--- src/rtl/fifo_pkt_reader.sv ---
// fifo_pkt_reader
//   Drains a show-ahead-less FIFO (1-cycle read latency) into a valid/ready
//   packet stream. Each returned word is checked against SOP/EOP framing.
//   Words that arrive outside a packet are dropped. A new SOP inside a
//   packet is kept, but it is counted as an error.
//
// Ports
//   Clock      : single clock, rising edge
//   Reset      : synchronous, active-high
//   FifoQ      : FIFO read data {SOP, EOP, payload[15:0]}
//   FifoEmpty  : FIFO empty flag
//   FifoRdEn   : FIFO read strobe; data returns on FifoQ one cycle later
//   OutData    : stream payload (head of the output buffer)
//   OutSop     : first word of packet
//   OutEop     : last word of packet
//   OutValid   : stream word valid
//   OutReady   : downstream accepts the word
//   PktCount   : number of accepted EOP words, wraps
//   ErrCount   : number of framing errors, wraps
module fifo_pkt_reader #(
  parameter int CNT_WIDTH = 16
) (
  input  logic                 Clock,
  input  logic                 Reset,
  input  logic [17:0]          FifoQ,
  input  logic                 FifoEmpty,
  output logic                 FifoRdEn,
  output logic [15:0]          OutData,
  output logic                 OutSop,
  output logic                 OutEop,
  output logic                 OutValid,
  input  logic                 OutReady,
  output logic [CNT_WIDTH-1:0] PktCount,
  output logic [CNT_WIDTH-1:0] ErrCount
);

  typedef enum logic {
    IDLE   = 1'b0,
    IN_PKT = 1'b1
  } state_t;

  state_t      state, state_nxt;

  // infl: the read issued last cycle, whose data is on FifoQ now.
  logic        infl;
  logic [1:0]  occ;
  logic [1:0]  wr_ptr, rd_ptr;
  logic [17:0] entries [3];

  logic        push, pop, err_inc;
  logic        word_sop, word_eop;
  logic [17:0] head;

  assign word_sop = FifoQ[17];
  assign word_eop = FifoQ[16];

  function automatic logic [1:0] ptr_inc(input logic [1:0] p);
    return (p == 2'd2) ? 2'd0 : p + 2'd1;
  endfunction

  // Every word that can land in the buffer is counted: occ plus the read in
  // flight. So the buffer can never overflow, whatever OutReady does. OutReady
  // is deliberately left out, which keeps the FIFO strobe off the downstream
  // timing path.
  assign FifoRdEn = !Reset && !FifoEmpty && (({1'b0, occ} + {2'b00, infl}) < 3'd3);

  assign head     = entries[rd_ptr];
  assign OutValid = (occ != 2'd0);
  assign OutData  = OutValid ? head[15:0] : 16'h0000;
  assign OutSop   = OutValid & head[17];
  assign OutEop   = OutValid & head[16];
  assign pop      = OutValid && OutReady;

  // Framing decision for the word returning this cycle.
  always_comb begin
    state_nxt = state;
    push      = 1'b0;
    err_inc   = 1'b0;
    if (infl) begin
      unique case (state)
        IDLE: begin
          if (word_sop) begin
            push      = 1'b1;
            state_nxt = word_eop ? IDLE : IN_PKT;
          end else begin
            err_inc   = 1'b1;          // orphan word, dropped
          end
        end
        IN_PKT: begin
          push      = 1'b1;
          err_inc   = word_sop;        // earlier packet truncated by a new SOP
          state_nxt = word_eop ? IDLE : IN_PKT;
        end
        default: state_nxt = IDLE;
      endcase
    end
  end

  always_ff @(posedge Clock) begin
    if (Reset) begin
      state    <= IDLE;
      infl     <= 1'b0;                // drops data from a read issued before reset
      occ      <= 2'd0;
      wr_ptr   <= 2'd0;
      rd_ptr   <= 2'd0;
      PktCount <= '0;
      ErrCount <= '0;
    end else begin
      state <= state_nxt;
      infl  <= FifoRdEn;
      if (push) wr_ptr <= ptr_inc(wr_ptr);
      if (pop)  rd_ptr <= ptr_inc(rd_ptr);
      unique case ({push, pop})
        2'b10:   occ <= occ + 2'd1;
        2'b01:   occ <= occ - 2'd1;
        default: occ <= occ;
      endcase
      if (pop && head[16]) PktCount <= PktCount + CNT_WIDTH'(1);
      if (err_inc)         ErrCount <= ErrCount + CNT_WIDTH'(1);
    end
  end

  // Buffer storage; the contents do not matter while occ says the slot is empty.
  always_ff @(posedge Clock) begin
    if (!Reset && push) entries[wr_ptr] <= FifoQ;
  end

endmodule

--- config.mk ---
export PLATFORM = sky130hd
export DESIGN_NAME = fifo_pkt_reader
export DESIGN_NICKNAME = d
export VERILOG_FILES = /design/src/rtl/fifo_pkt_reader.sv
export SDC_FILE = /design/constraint.sdc
export NUM_CORES = 1
export LEC_CHECK = 0
export BUFFER_PORTS_ARGS = -buffer_cell sky130_fd_sc_hd__buf_2
export CAP_MARGIN = 20
export CORE_MARGIN = 2
export CORE_UTILIZATION = 55
export CTS_CLUSTER_SIZE = 20
export DETAILED_ROUTE_END_ITERATION = 10
export GPL_TIMING_DRIVEN = 0
export MAX_ROUTING_LAYER = met4
export PLACE_DENSITY_LB_ADDON = 0.1
export SLEW_MARGIN = 25
export SYNTH_ARGS = -nofsm -noshare
export SYNTH_HDL_FRONTEND = slang
export SYNTH_SLANG_ARGS = --single-unit
--- constraint.sdc ---
create_clock -name Clock -period 3.6 [get_ports Clock]
set_input_delay 0.18 -clock Clock [delete_from_list [all_inputs] [get_ports Clock]]
set_output_delay 0.18 -clock Clock [all_outputs]
set_load 0.005 [all_outputs]
==> summary.md <==
| Metric | Value |
|---|---|
| Largest stage delay on the critical path | `660 ps` |
| Gr usage total | `20.8%` |
| Clk pwr share | `34.1%` |
| Cell chain of the critical path | `nor2_1 > clkbuf_1 > nor2_1 > buf_2` |
| Commonest cells after routing, fill and taps aside | `75 x sky130_fd_sc_hd__buf_2, 57 x sky130_fd_sc_hd__nor2_1, 54 x sky130_fd_sc_hd__edfxtp_1, 42 x sky130_fd_sc_hd__dfxtp_1, 38 x sky130_fd_sc_hd__a21oi_1` |
| Cell Pwr Density | `470 nW/um^2` |
| Share of final-layout standard cells stronger than drive strength 1 | `between 20% and 30%` |
| Internal Pwr Total | `about 1700 uW` |
| Setup TNS after final layout | `0 ps` |
| CTS sink count | `96` |
| Type of element launching the critical path | `register` |
| Worst setup EP type | `output pin` |
| Design Power | `2260 uW` |
| Minimum hold slack | `approximately 19 ps` |
| Final Max Tran Viols | `0` |
| Final Wtd Congestion | `around 0.76` |
| Most common library cell in the layout ignoring fill and taps | `sky130_fd_sc_hd__buf_2` |
| Initial antenna violation count | `0` |
| Power dissipated by switching net loads | `562 uW` |
| Flip-flop and latch count after synthesis | `96` |
| Wire length of the first global-routing pass | `around 12,000 um` |
| Post-DR vias/cell | `5.39` |
| Pin slew with the least headroom to its limit | `841 ps` |
| Share of total power in combinational logic | `13.0%` |
| Setup repair after global routing missed its margin | `no` |
| Number of distinct standard cells referenced by the synthesized netlist | `40` |
| Share of Yosys cell area claimed by the top area cell type | `40.3%` |
| Total routed wirelength | `between 7000 and 8000 um` |
| Worst setup slack after layout | `between 1000 and 1500 ps` |
| Reported leakage power | `0.00182 uW` |
| I/O Pins | `between 70 and 80` |
| Setup fix buffers added after clock tree synthesis | `0` |
| CTS tree | `built` |
| Pin count of the biggest net entering global routing | `17` |
| Root Buffer Master | `sky130_fd_sc_hd__clkbuf_8` |
| WP buf/inv | `2` |
| Worst setup timing slack at the placement stage | `1380 ps` |
| Maximum buffer depth of the clock tree | `2` |
| Minimum period implied by the final worst setup slack | `2270 ps` |
| Via count of the first global-routing pass | `2,647` |
| Antenna violation net count after detailed routing | `0` |
| Die height | `89.6 um` |
| Clock buffers created by TritonCTS | `9` |
| Synth top area cells | `sky130_fd_sc_hd__edfxtp_1 40%, sky130_fd_sc_hd__dfxtp_1 21%, sky130_fd_sc_hd__nor2_1 5.3%` |
| Maximum level of the CTS H-tree | `3` |
| Cell type with the highest aggregate area in the netlist | `sky130_fd_sc_hd__edfxtp_1` |
| Count of filler cells inserted in the layout | `a little under 600` |
| DRC violations left | `0` |
| Fraction of power consumed by sequential logic | `52.9%` |
| Width of the die | `between 80 and 90 um` |
| Post-synthesis net count | `about 380` |
| Hold buffers post-CTS | `0` |
| Synthesis-to-layout area growth | `19.3%` |
| Critical Path RT | `3420 ps` |
| Count of antenna diodes in the layout | `0` |
| Final cell utilization of the core | `66.9%` |
| Warnings, synthesis | `0` |
| Part of the Yosys area used for sequential elements | `between 60% and 70%` |
| Worst IR Drop VDD | `0.000255 V` |
| WP data arrival | `around 2100 ps` |
| Kind of critical path | `register to output pin` |
| Number of setup violations in the final report | `0` |
| Number of design-rule violations left by the first detailed-router iteration | `88` |
| Die area | `8020 um^2` |
| Clock Skews | `10.2 ps` |
| Area of the core | `7180 um^2` |
| Syn Inst Count | `354` |
| PortBufs | `72` |
| Worst-path fanout max | `10` |
| Status | `finished clean` |
| Clock slew at reported path FFs | `90 ps` |
| Top cell family by delay on the critical path | `simple AND/OR/NAND/NOR gates` |
| Clock latency at the later pin of the worst-skew pair | `350 ps` |
| Post-synthesis cell area | `approximately 4000 um^2` |
| Post-CTS resize count | `0` |
| Standard cell with the maximum stage delay on the critical path | `sky130_fd_sc_hd__nor2_1` |
| Slew headroom | `43.7%` |
| Initial core utilization | `56.1%` |
| Grt ovf | `0` |
| Mean routed wirelength per cell | `14.6 um` |
| Final period utilization | `63.2%` |
| Net switching fraction of the power | `24.9%` |
| Post-layout net count | `471` |
| Worst Hold Class | `primary input to register` |
| Max-cap check violation count | `0` |
| Routed vias | `2,947` |
| Avg Synthesized Cell Area | `about 11 um^2` |
| Cell occurring most often along the worst timing path | `sky130_fd_sc_hd__nor2_1` |
| Detailed Place HPWL | `5670 um` |
| Count of endpoints failing hold in the final timing report | `0` |
| Achievable clock frequency | `440 MHz` |
| Detailed Routing Iterations Pass 1 | `4` |
| Core Rows | `31` |
[through the flow]
stage               cell area, um^2  std cells
finish                         4800        547
global route                   4800        547
CTS                            4800        547
detailed placement             4580        531
global placement               4510        525
floorplan                      4030        354
[cells by family (layout without fill, tap and decap cells)]
family                     count (synthesis)  count (layout)  share of synthesized area (%)
DFF                                       96              96                           61.2
and+or+nand+nor                          128             128                           16.6
xor gates and xnor gates                  13              13                           2.83
muxes                                     23              23                           5.81
AOI/OAI and AO/OA                         62              62                           9.07
buffers and inverters                     26             120                           2.70
adders and majority gates                  6               6                           1.86
[worst reg2reg max path, cell delays in order, from the launching register on]
cell and delay, ps:
sky130_fd_sc_hd__dfxtp_1 340, sky130_fd_sc_hd__inv_1 40, sky130_fd_sc_hd__ha_1 160, sky130_fd_sc_hd__nor2b_1 240, sky130_fd_sc_hd__nand2b_1 170, sky130_fd_sc_hd__nor3b_2 560
sky130_fd_sc_hd__buf_6 220, sky130_fd_sc_hd__buf_6 140
[registers in the layout, summed over array words and instances, names as in the netlist, named ones only]
register / flops
state: 1
entries: 54
wr_ptr: 2
occ: 2
PktCount: 16
ErrCount: 16
rd_ptr: 2
infl: 1
[cell usage after synthesis (all sizes together)]
master   instances
or3              5
nand2b           3
or4             14
and4             1
o211ai           1
a211oi           1
mux2             3
nor3b            2
nor4             2
a2111oi          2
nor2            57
edfxtp          54
nor3             5
nand3b           2
buf              9
nand2            8
nand3           11
dfxtp           42
o31ai           12
mux2i           20
nand4b           1
xor2             6
and3             4
xnor2            7
a31o             1
nor2b            5
a21oi           38
and3b            2
clkbuf           8
ha               6
nand4            6
o21ai            7
inv              9
[power groups by stage]
stage / Sequential, uW / Clock, uW / Combinational (uW)
after floorplan: 1220 / 0 / 183
after global placement: 1220 / 0 / 287
after detailed placement: 1220 / 0 / 297
after CTS: 1200 / 779 / 298
after global routing: 1200 / 822 / 336
final: 1200 / 770 / 293
[worst paths after layout]
path / to / from / slack, ps / depth (start not counted)
worst max-delay path: OutData[7] / occ[0] / 1330 / 4
worst min register to register: PktCount[15] / PktCount[15] / 490 / 2
worst min-delay path: infl / FifoEmpty / 20 / 2
worst max register to register: entries[2][5] / state / 1440 / 7
[final cells by class]
cell class                      count  area (um^2)  area share, %
Sequential cell                    96         2460           51.3
Multi-Input combinational cell    232         1470           30.6
Timing Repair Buffer               78          417           8.68
Clock buffer                       10          128           2.66
Tap cell                           99          124           2.58
Clock inverter                      6         92.6           1.93
Buffer                             17         75.1           1.56
Inverter                            9         33.8          0.703
[routing by layer]
layer,vias up,track usage [%],wire length [um]
met5,-,-,0
met4,0,7.73,120
met3,10,3.60,264
met2,66,35.2,4040
met1,1393,24.8,3560
li1,1478,-,-
Power figures use the tool's default switching activity.
